[config.mk]
export PLATFORM = sky130hd
export DESIGN_NAME = led_display_ctrl
export DESIGN_NICKNAME = d
export VERILOG_FILES = /design/src/rtl/led_display_ctrl.sv
export SDC_FILE = /design/constraint.sdc
export NUM_CORES = 1
export LEC_CHECK = 0
export ABC_AREA = 1
export BUFFER_PORTS_ARGS = -buffer_cell sky130_fd_sc_hd__buf_2
export CAP_MARGIN = 10
export CELL_PAD_IN_SITES_DETAIL_PLACEMENT = 2
export CELL_PAD_IN_SITES_GLOBAL_PLACEMENT = 2
export CORE_UTILIZATION = 33
export DETAILED_ROUTE_END_ITERATION = 10
export MAX_ROUTING_LAYER = met4
export PLACE_DENSITY = 0.81
export SLEW_MARGIN = 30
export SYNTH_ARGS = -nofsm -noshare
export SYNTH_HDL_FRONTEND = slang
export SYNTH_SLANG_ARGS = --single-unit
[constraint.sdc]
create_clock -name clk -period 1.96 [get_ports clk]
set_clock_uncertainty 0.15 [all_clocks]
set_input_delay 0.196 -clock clk [delete_from_list [all_inputs] [get_ports clk]]
set_output_delay 0.196 -clock clk [all_outputs]
set_load 0.02 [all_outputs]
[src/rtl/led_display_ctrl.sv]
// led_display_ctrl: shares the 6-LED bank between the decoded value
// and an error source, with a timed new-value flag and blinking alarm.
module led_display_ctrl #(
  parameter int HOLD_TICKS  = 27_000_000,
  parameter int BLINK_TICKS = 6_750_000,
  parameter bit ACTIVE_LOW  = 1'b0
) (
  input  logic       clk,
  input  logic       rst,
  input  logic       bin_valid,
  input  logic [3:0] bin_data,
  output logic       bin_ready,
  input  logic       err_req,
  input  logic [1:0] err_code,
  output logic [5:0] leds,
  output logic       busy
);

  localparam int HW = (HOLD_TICKS > 1) ? $clog2(HOLD_TICKS) : 1;
  localparam int BW = (BLINK_TICKS > 1) ? $clog2(BLINK_TICKS) : 1;
  localparam logic [HW-1:0] HOLD_LD = HW'(HOLD_TICKS - 1);
  localparam logic [BW-1:0] BLINK_LD = BW'(BLINK_TICKS - 1);
  localparam logic [5:0] MASK = ACTIVE_LOW ? 6'h3F : 6'h00;

  typedef enum logic [1:0] {
    IDLE = 2'd0,
    SHOW = 2'd1,
    ERR  = 2'd2
  } state_t;

  state_t          state, state_n;
  logic [3:0]      val_q, val_n;
  logic [HW-1:0]   hold_cnt, hold_n;
  logic [BW-1:0]   blink_cnt, blink_n;
  logic [5:0]      leds_r, led_lg, led_n;
  logic            busy_q;
  logic            xfer;

  // leds_r holds pin polarity; led_lg is the logical view of it
  assign led_lg    = leds_r ^ MASK;
  assign leds      = leds_r;
  assign busy      = busy_q;
  assign bin_ready = !rst && (state != ERR) && !err_req;
  assign xfer      = bin_valid && bin_ready;

  // next-state, counter and LED pattern selection
  always_comb begin
    state_n = state;
    val_n   = val_q;
    hold_n  = hold_cnt;
    blink_n = blink_cnt;
    led_n   = led_lg;
    unique case (state)
      IDLE, SHOW: begin
        if (err_req) begin
          state_n = ERR;
          hold_n  = HOLD_LD;
          blink_n = BLINK_LD;
          led_n   = {4'b1000, err_code};
        end else if (xfer) begin
          state_n = SHOW;
          val_n   = bin_data;
          hold_n  = HOLD_LD;
          led_n   = {2'b01, bin_data};
        end else if (state == IDLE) begin
          led_n = {2'b00, val_q};
        end else if (hold_cnt == '0) begin
          state_n = IDLE;
          led_n   = {2'b00, val_q};
        end else begin
          hold_n = hold_cnt - HW'(1);
          led_n  = {2'b01, val_q};
        end
      end
      ERR: begin
        led_n = {led_lg[5], 3'b000, err_code};
        if (blink_cnt == '0) begin
          led_n[5] = ~led_lg[5];
          blink_n  = BLINK_LD;
        end else begin
          blink_n = blink_cnt - BW'(1);
        end
        if (hold_cnt != '0) begin
          hold_n = hold_cnt - HW'(1);
        end
        if (hold_cnt == '0 && !err_req) begin
          state_n = IDLE;
          led_n   = {2'b00, val_q};
        end
      end
      default: begin
        state_n = IDLE;
        led_n   = 6'b000000;
      end
    endcase
  end

  // state, data, counters and output registers
  always_ff @(posedge clk) begin
    if (rst) begin
      state     <= IDLE;
      val_q     <= '0;
      hold_cnt  <= '0;
      blink_cnt <= '0;
      leds_r    <= MASK;
      busy_q    <= 1'b0;
    end else begin
      state     <= state_n;
      val_q     <= val_n;
      hold_cnt  <= hold_n;
      blink_cnt <= blink_n;
      leds_r    <= led_n ^ MASK;
      busy_q    <= (state_n != IDLE);
    end
  end

endmodule

==> results of run 1 <==
[kinds of logic after synthesis]
group	Yosys count	share of synthesized area [%]
AOI/OAI and AO/OA	85	12.9
xor gates and xnor gates	9	2.29
DFF	61	35.5
adders and majority gates	3	1.09
buffers and inverters	90	10.6
and+or+nand+nor	294	37.7
[cell usage in the layout, fill, tap and decap left out, drive strengths merged]
cell / n
clkinv: 2
nor2: 84
clkinvlp: 1
nor4: 1
nand3b: 2
xor2: 6
or2: 11
a211oi: 2
a21oi: 49
dfxtp: 61
ha: 3
nand4: 11
a31oi: 8
nand3: 39
nand2: 135
clkbuf: 13
buf: 64
nor3: 12
and2: 1
inv: 75
dlygate4sd3: 2
xnor2: 3
o21ai: 25
o21bai: 1
[critical path: stages (launching register included)]
cell and delay (ns):
dfxtp_2 0.37, inv_4 0.05, ha_4 0.15, inv_2 0.06, nor2_2 0.04, nand2_1 0.08, nor2_2 0.06, nand3_4 0.10
nand3_4 0.21, buf_6 0.22, o21ai_0 0.15, nand2_1 0.07, nor2_1 0.10, nor2_1 0.05
[registers in the layout, indices dropped and copies added, names as in the netlist]
signal and count:
blink_cnt 23, hold_cnt 25, leds 6, val_q 4, busy 1, state 2
[metrics by stage]
step	TNS, ns	utilization [%]	power (mW)	cell area (um^2)	hold WS, ns
2_1_floorplan	0	-	2.03	3440	0.239
3_5_place_dp	-1.79	39.3	2.38	3910	0.310
5_1_grt	-3.11	44.6	3.78	4440	0.0307
6_report	-0.318	44.6	3.62	4440	0.0131
3_3_place_gp	-0.102	39.3	2.31	3910	0.292
4_1_cts	-0.187	42.3	3.47	4220	0.0120
[power groups by stage]
stage	logic (mW)	clock network [mW]	registers (mW)
after floorplan	0.591	0	1.44
final	1.15	1.02	1.45
after global routing	1.25	1.08	1.46
after detailed placement	0.928	0	1.46
after global placement	0.864	0	1.45
after CTS	1.02	1.02	1.44
[layer usage]
metal / track usage (%) / share of wire [%]
met5: - / 0
met4: 10.8 / 2.9
met3: 5.01 / 2.1
met2: 50.8 / 54
met1: 27.3 / 41
[what timing repair did]
item | 4_1_cts | 5_1_grt
hold endpoints to repair | 2 | 0
setup buffers | 0 | 8
pin swaps | 11 | 11
cloned | 2 | 0
resized for setup | 31 | 51
setup endpoints to repair | 49 | 54
hold buffers | 2 | 0
[synth_stat cells]
| cell type | count |
|---|---|
| nand2_1 | 128 |
| nor2_4 | 1 |
| nand2_2 | 2 |
| o21bai_1 | 1 |
| nand3_1 | 38 |
| a21oi_1 | 49 |
| or2_0 | 2 |
| nor4_1 | 1 |
| xor2_1 | 6 |
| a31oi_1 | 8 |
| nand3_2 | 1 |
| buf_2 | 3 |
| nand4_1 | 10 |
| and2_1 | 1 |
| clkbuf_1 | 8 |
| a211oi_1 | 2 |
| inv_2 | 6 |
| buf_6 | 3 |
| inv_1 | 70 |
| nand4_4 | 1 |
| nor2_1 | 79 |
| or2_1 | 1 |
| xnor2_1 | 3 |
| nand2_4 | 3 |
| nor2_2 | 4 |
| o21ai_0 | 25 |
| dfxtp_1 | 61 |
| nor3_1 | 12 |
| or2_2 | 8 |
| ha_1 | 3 |
| nand3b_1 | 2 |
[worst min path at each step]
stage                                     startpoint                         end  cells after the start
final                                    bin_data[1]       val_q[1]$_SDFFE_PP0P_                      3
after global routing                     bin_data[0]       val_q[0]$_SDFFE_PP0P_                      3
after CTS                                bin_data[1]       val_q[1]$_SDFFE_PP0P_                      3
after detailed placement  blink_cnt[22]$_SDFFE_PP0P_  blink_cnt[22]$_SDFFE_PP0P_                      2
after global placement      hold_cnt[0]$_SDFFE_PP0P_    hold_cnt[0]$_SDFFE_PP0P_                      1
after floorplan                          bin_data[2]       val_q[2]$_SDFFE_PP0P_                      2
[final cells by class]
cell class                      instances  area, um^2
Tap cell                              133         166
Clock inverter                          2        10.0
Fill cell                            1195        5510
Timing Repair Buffer                   66         465
Clock buffer                           13         149
Inverter                               76         299
Multi-Input combinational cell        393        2120
Sequential cell                        61        1230
==> impl_metrics.env, run 1 <==
export IMPL_slew_limit_headroom_pct=63.1
export IMPL_stdcell_count=744
export IMPL_combPwrFrac_pct=31.8
export IMPL_tightest_slew_ns=0.553
export IMPL_critPathCaptureType="flop"
export IMPL_antenna_found_initial=0
export IMPL_p_switching_mw=1.39
export IMPL_netlist_area_leader_share_pct=35.5
export IMPL_worst_slack_ns=-0.0510
export IMPL_crit_start="hold_cnt[0]$_SDFFE_PP0P_"
export IMPL_grt_pass1_vias=4409
export IMPL_swShare_pct=38.3
export IMPL_p_int_mw=2.23
export IMPL_maxCapViolations=0
export IMPL_p_leak_nw=1.98
export IMPL_die_h_um=104
export IMPL_seq_area_frac_synth_pct=35.5
export IMPL_first_iter_violations=92
export IMPL_crit_path_end="hold_cnt[13]$_SDFFE_PP0P_"
export IMPL_globalplace_congestion=0.834
export IMPL_synth_avg_cell_area_um2=6.36
export IMPL_reg2reg_from="hold_cnt[0]$_SDFFE_PP0P_"
export IMPL_clkTransAtPathRegs_ns=0.07
export IMPL_worst_ep_required_time_ns=2.04
export IMPL_cts_buffer_depth=2
export IMPL_cts_sinks=61
export IMPL_drtAntennaViolNets=0
export IMPL_dp_slack_ns=-0.119
export IMPL_grt_use_total_pct=27.0
export IMPL_crit_fanout=5
export IMPL_area_delta_synth_final_pct=29.0
export IMPL_reg2reg_slack_ns=-0.05
export IMPL_report_final_slew_viol_count=0
export IMPL_core_area_mm2=0.00995
export IMPL_syn_num_nets=555
export IMPL_fin_crit_sh_pct=103
export IMPL_clock_latency_ns=0.37
export IMPL_first_pass_iters=4
export IMPL_vdd_drop_max_uv=483
export IMPL_ctsRootBufferMaster="clkbuf_8"
export IMPL_design_portCount=18
export IMPL_drt_drc_violations_left=0
export IMPL_grt_pass1_wl_mm=22.2
export IMPL_die_x_um=104
export IMPL_setup_violations=14
export IMPL_status="complete, but fails checks"
export IMPL_dpl_hpwl_mm=9.14
export IMPL_ys_seq_elements=61
export IMPL_finalNetCount=620
export IMPL_synth_warnings=0
export IMPL_crit_type="reg2reg"
export IMPL_initial_core_util_pct=34.6
export IMPL_timing_rr_end="hold_cnt[13]$_SDFFE_PP0P_"
export IMPL_port_buffers=17
export IMPL_wl_mm=15.0
export IMPL_n_antenna_cell=0
export IMPL_synth_area_leader_cell="dfxtp_1"
export IMPL_drive_gt1_share_pct=26.7
export IMPL_cellPowerDensity_mw_per_mm2=814
export IMPL_cts_max_level=3
export IMPL_vias=3913
export IMPL_vias_per_cell=5.26
export IMPL_rows=36
export IMPL_wl_per_cell_um=20.2
export IMPL_grt_setup_unrepaired="yes"
export IMPL_reg2regPathDepth=13
export IMPL_violations="negative setup slack"
export IMPL_clkPwrFrac_pct=28.1
export IMPL_tritoncts="built"
export IMPL_overflow=0
export IMPL_ys_types=31
export IMPL_critPathLaunchType="flop"
export IMPL_dp_cells=717
export IMPL_sequentialPowerShare_pct=40.1
export IMPL_arrival_ns=2.09
export IMPL_grt_max_degree=44
export IMPL_hp_class="in2reg"
export IMPL_period_needed_ns=2.01
export IMPL_numCtsBuffers=9
export IMPL_final_hold_viol_count=0
export IMPL_netlist_top_cells_area="dfxtp_1, nand2_1, nor2_1"
export IMPL_syn_inst=542
export IMPL_synth_area_mm2=0.00344
export IMPL_fmax_mhz=497
export IMPL_die_area_mm2=0.0109
(Power assumes the default switching activity.)
==> run 2, diff against run 1 <==
- BUFFER_PORTS_ARGS: -buffer_cell sky130_fd_sc_hd__buf_2 -> unset
- CORE_UTILIZATION: 33 -> 35
- DONT_BUFFER_PORTS: unset -> 1
- PLACE_DENSITY: 0.81 -> 0.82
- RECOVER_POWER: unset -> 25
==> run 2 against run 1 <==
Compared with the run above:
- the flow still finishes with violations (negative setup slack)
- first-iteration DRC count up 130%
- highest routed layer unchanged
- total power grew 16%
- hold slack improved by 0.036 ns
- critical endpoint is now leds[5]$_SDFFE_PP0P_
- combinational power grew 18%
- core utilization up 5.3 points
- cell count down 2.7%
- largest cell class unchanged
- sequential share of layout area decreased by 1.3 points
- via count is 7.0% higher
- largest power group unchanged
- count of clock-buffer cells in the layout is 4 lower
==> impl_metrics.env, run 2 (synthesis gave the netlist of run 1 again) <==
export IMPL_status="complete, but fails checks"
export IMPL_violations="negative setup slack"
export IMPL_grt_max_degree=45
export IMPL_grt_use_total_pct=32.7
export IMPL_final_hold_viol_count=0
export IMPL_swShare_pct=40.4
export IMPL_p_leak_nw=1.97
export IMPL_port_buffers=0
export IMPL_worst_ep_required_time_ns=2.06
export IMPL_worst_slack_ns=-0.249
export IMPL_report_final_slew_viol_count=0
export IMPL_reg2reg_from="hold_cnt[13]$_SDFFE_PP0P_"
export IMPL_final_core_util_pct=49.9
export IMPL_drtAntennaViolNets=0
export IMPL_first_pass_iters=5
export IMPL_stdcell_area_mm2=0.00468
export IMPL_period_needed_ns=2.21
export IMPL_vias_per_cell=5.78
export IMPL_antenna_found_initial=1
export IMPL_combPwrFrac_pct=32.4
export IMPL_critPathLaunchType="flop"
export IMPL_design_portCount=18
export IMPL_grt_pass1_wl_mm=24.2
export IMPL_dpl_hpwl_mm=9.04
export IMPL_overflow=0
export IMPL_die_h_um=101
export IMPL_clkPwrFrac_pct=32.3
export IMPL_clock_latency_ns=0.39
export IMPL_maxCapViolations=0
export IMPL_dpl_cell_area_mm2=0.00379
export IMPL_cts_buffer_depth=2
export IMPL_fin_crit_sh_pct=113
export IMPL_clkTransAtPathRegs_ns=0.08
export IMPL_tightest_slew_ns=0.471
export IMPL_reg2regPathDepth=10
export IMPL_die_area_mm2=0.0102
export IMPL_area_delta_synth_final_pct=35.8
export IMPL_tritoncts="built"
export IMPL_ctsRootBufferMaster="clkbuf_8"
export IMPL_crit_type="reg2reg"
export IMPL_initial_core_util_pct=36.8
export IMPL_timing_rr_end="leds[5]$_SDFFE_PP0P_"
export IMPL_hp_class="in2reg"
export IMPL_critPathCaptureType="flop"
export IMPL_p_switching_mw=1.69
export IMPL_dp_slack_ns=-0.0890
export IMPL_dp_cells=689
export IMPL_vdd_drop_max_uv=513
export IMPL_rows=35
export IMPL_crit_fanout=5
export IMPL_drt_drc_violations_left=0
export IMPL_finalNetCount=602
export IMPL_slew_limit_headroom_pct=68.2
export IMPL_setup_violations=52
export IMPL_fmax_mhz=453
export IMPL_die_x_um=101
export IMPL_cts_max_level=3
export IMPL_drive_gt1_share_pct=30.0
export IMPL_cts_sinks=61
export IMPL_grt_setup_unrepaired="yes"
export IMPL_cellPowerDensity_mw_per_mm2=896
export IMPL_crit_path_end="leds[5]$_SDFFE_PP0P_"
export IMPL_layout_common_cells="nand2_1, inv_1, dfxtp_1, nor2_1, a21oi_1"
export IMPL_numCtsBuffers=9
export IMPL_wl_mm=20.0
export IMPL_arrival_ns=2.31
export IMPL_stdcell_count=724
export IMPL_vias=4187
export IMPL_finalSetupTns_ns=-6.97
export IMPL_wl_per_cell_um=27.6
export IMPL_first_iter_violations=214
export IMPL_p_int_mw=2.50
export IMPL_sequentialPowerShare_pct=35.4
export IMPL_grt_pass1_vias=4461
export IMPL_globalplace_congestion=0.796
export IMPL_crit_start="hold_cnt[13]$_SDFFE_PP0P_"
export IMPL_final_common_cell="nand2_1"
export IMPL_largest_reg_flops=25
export IMPL_reg2reg_slack_ns=-0.25
export IMPL_core_area_mm2=0.00937
export IMPL_top_register="hold_cnt"
-- run 2: layer usage --
metal  global-route usage, %  vias up  share of wire, %
met5                       -        -                 0
met3                    5.87      102               5.1
met2                    59.5      182                51
li1                        -     1830                 -
met1                    33.3     2073                38
met4                    17.5        0               5.7
-- run 2: per-stage QoR --
stage               power [mW]  hold slack [ns]
floorplan                 2.03            0.239
global placement          2.28            0.121
CTS                       3.72           -0.271
global route              4.29           0.0816
finish                    4.19           0.0492
detailed placement        2.35            0.124
-- run 2: critical path, cell delays in order (launching register included) --
cell	delay, ns
dfxtp_1	0.38
nor2_1	0.25
nand2_1	0.16
nor2_2	0.19
nand3_2	0.18
buf_4	0.20
nor2_4	0.13
buf_6	0.15
o21bai_1	0.07
o21ai_0	0.10
a21oi_1	0.13
-- run 2: what timing repair did --
action / CTS / global route
pin swaps: 6 / 20
hold endpoints to repair: 51 / 42
hold buffers: 4 / 5
gates cloned: 2 / 1
buffers inserted: 3 / 3
setup endpoints to repair: 48 / 51
resized for setup: 28 / 110
-- run 2: final cells by class --
class                   count  area, um^2
fillers                  1065        4690
multi-input cells         392        2290
flip-flops and latches     61        1230
repair buffers             49         465
inverters                  76         309
well taps                 129         161
clock buffers               9         124
clock inverters             7        90.1
diodes                      1        2.50
-- run 2: power groups by stage --
| stage | Clock (mW) | Sequential (mW) | Combinational [mW] |
|---|---|---|---|
| finish | 1.35 | 1.48 | 1.36 |
| global route | 1.38 | 1.49 | 1.43 |
| CTS | 1.30 | 1.45 | 0.970 |
| detailed placement | 0 | 1.47 | 0.877 |
| global placement | 0 | 1.46 | 0.813 |
| floorplan | 0 | 1.44 | 0.591 |
-- run 2: how the worst min path moves through the flow --
stage,startpoint,to,slack (ns),cells after the start
finish,bin_data[0],leds[0]$_SDFF_PP0_,0.05,4
global route,bin_data[0],leds[0]$_SDFF_PP0_,0.08,4
CTS,rst,leds[0]$_SDFF_PP0_,-0.27,1
detailed placement,rst,hold_cnt[14]$_SDFFE_PP0P_,0.12,1
global placement,rst,hold_cnt[10]$_SDFFE_PP0P_,0.12,1
floorplan,bin_data[2],val_q[2]$_SDFFE_PP0P_,0.24,2
==> run 3, diff against run 2 <==
- clock period: 1.96 -> 2.6 ns (I/O delays scaled with it)
==> run 3 against run 2 <==
Compared with the run above:
- the run now ends clean
- total power decreased by 39%
- fmax is 5.7% lower
- cell count is 5.7% lower
- global-route usage decreased by 5.6 points
- sequential power down 26%
- first-iteration DRC count fell by 75%
==> impl_metrics.env, run 3 (synthesis gave the netlist of run 1 again) <==
export IMPL_status="finished, final reports clean"
export IMPL_first_iter_violations=54
export IMPL_overflow=0
export IMPL_path_common_cell="nand2_4"
export IMPL_finalSetupTns_ns=0
export IMPL_wl_mm=12.3
export IMPL_final_common_cell="nand2_1"
export IMPL_postCtsResizedCells=0
export IMPL_critPathCaptureType="flop"
export IMPL_crit_type="reg2reg"
export IMPL_core_area_mm2=0.00937
export IMPL_grt_use_total_pct=27.1
export IMPL_die_x_um=101
export IMPL_numCtsBuffers=9
export IMPL_report_final_slew_viol_count=0
export IMPL_reg2reg_from="state[1]$_SDFF_PP0_"
export IMPL_globalplace_congestion=0.761
export IMPL_cts_sinks=61
export IMPL_stdcell_area_mm2=0.00382
export IMPL_vias=3575
export IMPL_vdd_drop_max_uv=258
export IMPL_tightest_slew_ns=0.663
export IMPL_drtAntennaViolNets=0
export IMPL_drt_drc_violations_left=0
export IMPL_hold_depth=3
export IMPL_maxCapViolations=0
export IMPL_fmax_mhz=427
export IMPL_hp_class="in2reg"
export IMPL_grt_setup_unrepaired="no"
export IMPL_vias_per_cell=5.23
export IMPL_largest_reg_flops=25
export IMPL_period_needed_ns=2.34
export IMPL_worstPathCellList="inv_2 -> nor2_4 -> inv_2 -> nand4_4 -> nand2_4 -> nand2_4 -> nand2_4 -> nand2_1 -> nand2_1 -> a21oi_1"
export IMPL_crit_fanout=34
export IMPL_drive_gt1_share_pct=7.94
export IMPL_reg2reg_slack_ns=0.26
export IMPL_cellPowerDensity_mw_per_mm2=672
export IMPL_grt_pass1_vias=4070
export IMPL_worst_ep_required_time_ns=2.71
export IMPL_fin_crit_sh_pct=90.1
export IMPL_wl_per_cell_um=18.0
export IMPL_cts_buffer_depth=2
export IMPL_setup_violations=0
export IMPL_arrival_ns=2.45
export IMPL_p_leak_nw=1.70
export IMPL_crit_slowest_cell="dfxtp_1"
export IMPL_n_antenna_cell=0
export IMPL_layout_common_cells="nand2_1, nor2_1, inv_1, dfxtp_1, a21oi_1"
export IMPL_dpl_cell_area_mm2=0.00354
export IMPL_dpl_hpwl_mm=8.19
export IMPL_first_pass_iters=4
export IMPL_die_h_um=101
export IMPL_design_portCount=18
export IMPL_cts_max_level=3
export IMPL_reg2regPathDepth=10
export IMPL_min_from="err_req"
export IMPL_critPathLaunchType="flop"
export IMPL_clkTransAtPathRegs_ns=0.07
export IMPL_port_buffers=0
export IMPL_ctsRootBufferMaster="clkbuf_8"
export IMPL_rows=35
export IMPL_grt_max_degree=43
export IMPL_timing_rr_end="hold_cnt[2]$_SDFFE_PP0P_"
export IMPL_clock_latency_ns=0.36
export IMPL_initial_core_util_pct=36.8
export IMPL_final_hold_viol_count=0
export IMPL_finalNetCount=562
export IMPL_min_to="leds[3]$_SDFF_PP0_"
export IMPL_grt_pass1_wl_mm=20.2
export IMPL_top_register="hold_cnt"
export IMPL_die_area_mm2=0.0102
export IMPL_area_delta_synth_final_pct=11.0
export IMPL_slew_limit_headroom_pct=55.4
export IMPL_cpPeakStageDelay_ns=0.45
export IMPL_nFillCells=1174
export IMPL_antenna_found_initial=0
export IMPL_tritoncts="built"
run 3: cell types whose count changed in the layout (fill, tap and decap cells not counted), moves of 6 or more:
cell,delta
a21oi_1,+13
a21oi_2,-11
buf_4,-31
dfxtp_1,+6
inv_1,+10
nand2_1,+21
nand2_2,-15
nand3_1,+12
nand3_2,-9
nor2_1,+25
nor2_2,-16
nor2_4,-9
run 3: cell type report:
class | instances | area (um^2) | area share (%)
Multi-Input combinational cell | 391 | 1860 | 48.6
Sequential cell | 61 | 1220 | 31.9
Inverter | 76 | 285 | 7.46
Tap cell | 129 | 161 | 4.22
Clock buffer | 11 | 141 | 3.70
Timing Repair Buffer | 10 | 105 | 2.75
Clock inverter | 5 | 50.0 | 1.31
run 3: how the worst max path moves through the flow:
stage	end	slack, ns	startpoint
finish	hold_cnt[2]$_SDFFE_PP0P_	0.26	state[1]$_SDFF_PP0_
global route	hold_cnt[15]$_SDFFE_PP0P_	0.04	state[1]$_SDFF_PP0_
CTS	hold_cnt[7]$_SDFFE_PP0P_	0.26	state[1]$_SDFF_PP0_
detailed placement	hold_cnt[15]$_SDFFE_PP0P_	0.27	state[1]$_SDFF_PP0_
global placement	hold_cnt[20]$_SDFFE_PP0P_	0.40	state[1]$_SDFF_PP0_
floorplan	blink_cnt[10]$_SDFFE_PP0P_	0.82	blink_cnt[0]$_SDFFE_PP0P_
run 3: critical path, delay by kind of cell (launching register included):
family          cells  cell delay (ns)
compound gates      1             0.19
buf+inv             2             0.29
flops               1             0.45
simple gates        7             1.16
run 3: what timing repair did:
action                    in CTS  in global routing
hold buffers                   8                  0
setup buffers                  0                  0
hold endpoints to repair      46                  0
run 3: stage by stage:
stage	hold slack [ns]	util (%)	setup WS [ns]	power, mW	std cells
floorplan	0.273	-	0.823	1.53	542
global placement	0.184	37.8	0.396	1.64	659
detailed placement	0.188	37.8	0.273	1.68	659
CTS	0.0144	40.8	0.258	2.59	683
global route	0.0622	40.8	0.0436	2.72	683
finish	0.0571	40.8	0.259	2.57	683
run 3: per-layer routing:
metal	up-vias	routed length, um	GRT usage [%]
li1	1738	-	-
met1	1770	5150	28.0
met2	49	6640	50.7
met3	18	315	5.87
met4	0	218	8.47
met5	-	0	-
run 3: report_power, final:
part	total [mW]	internal [mW]	switching, mW
clock	0.867	0.463	0.404
combinational	0.607	0.187	0.419
sequential	1.09	1.01	0.0822
total	2.57	1.66	0.906
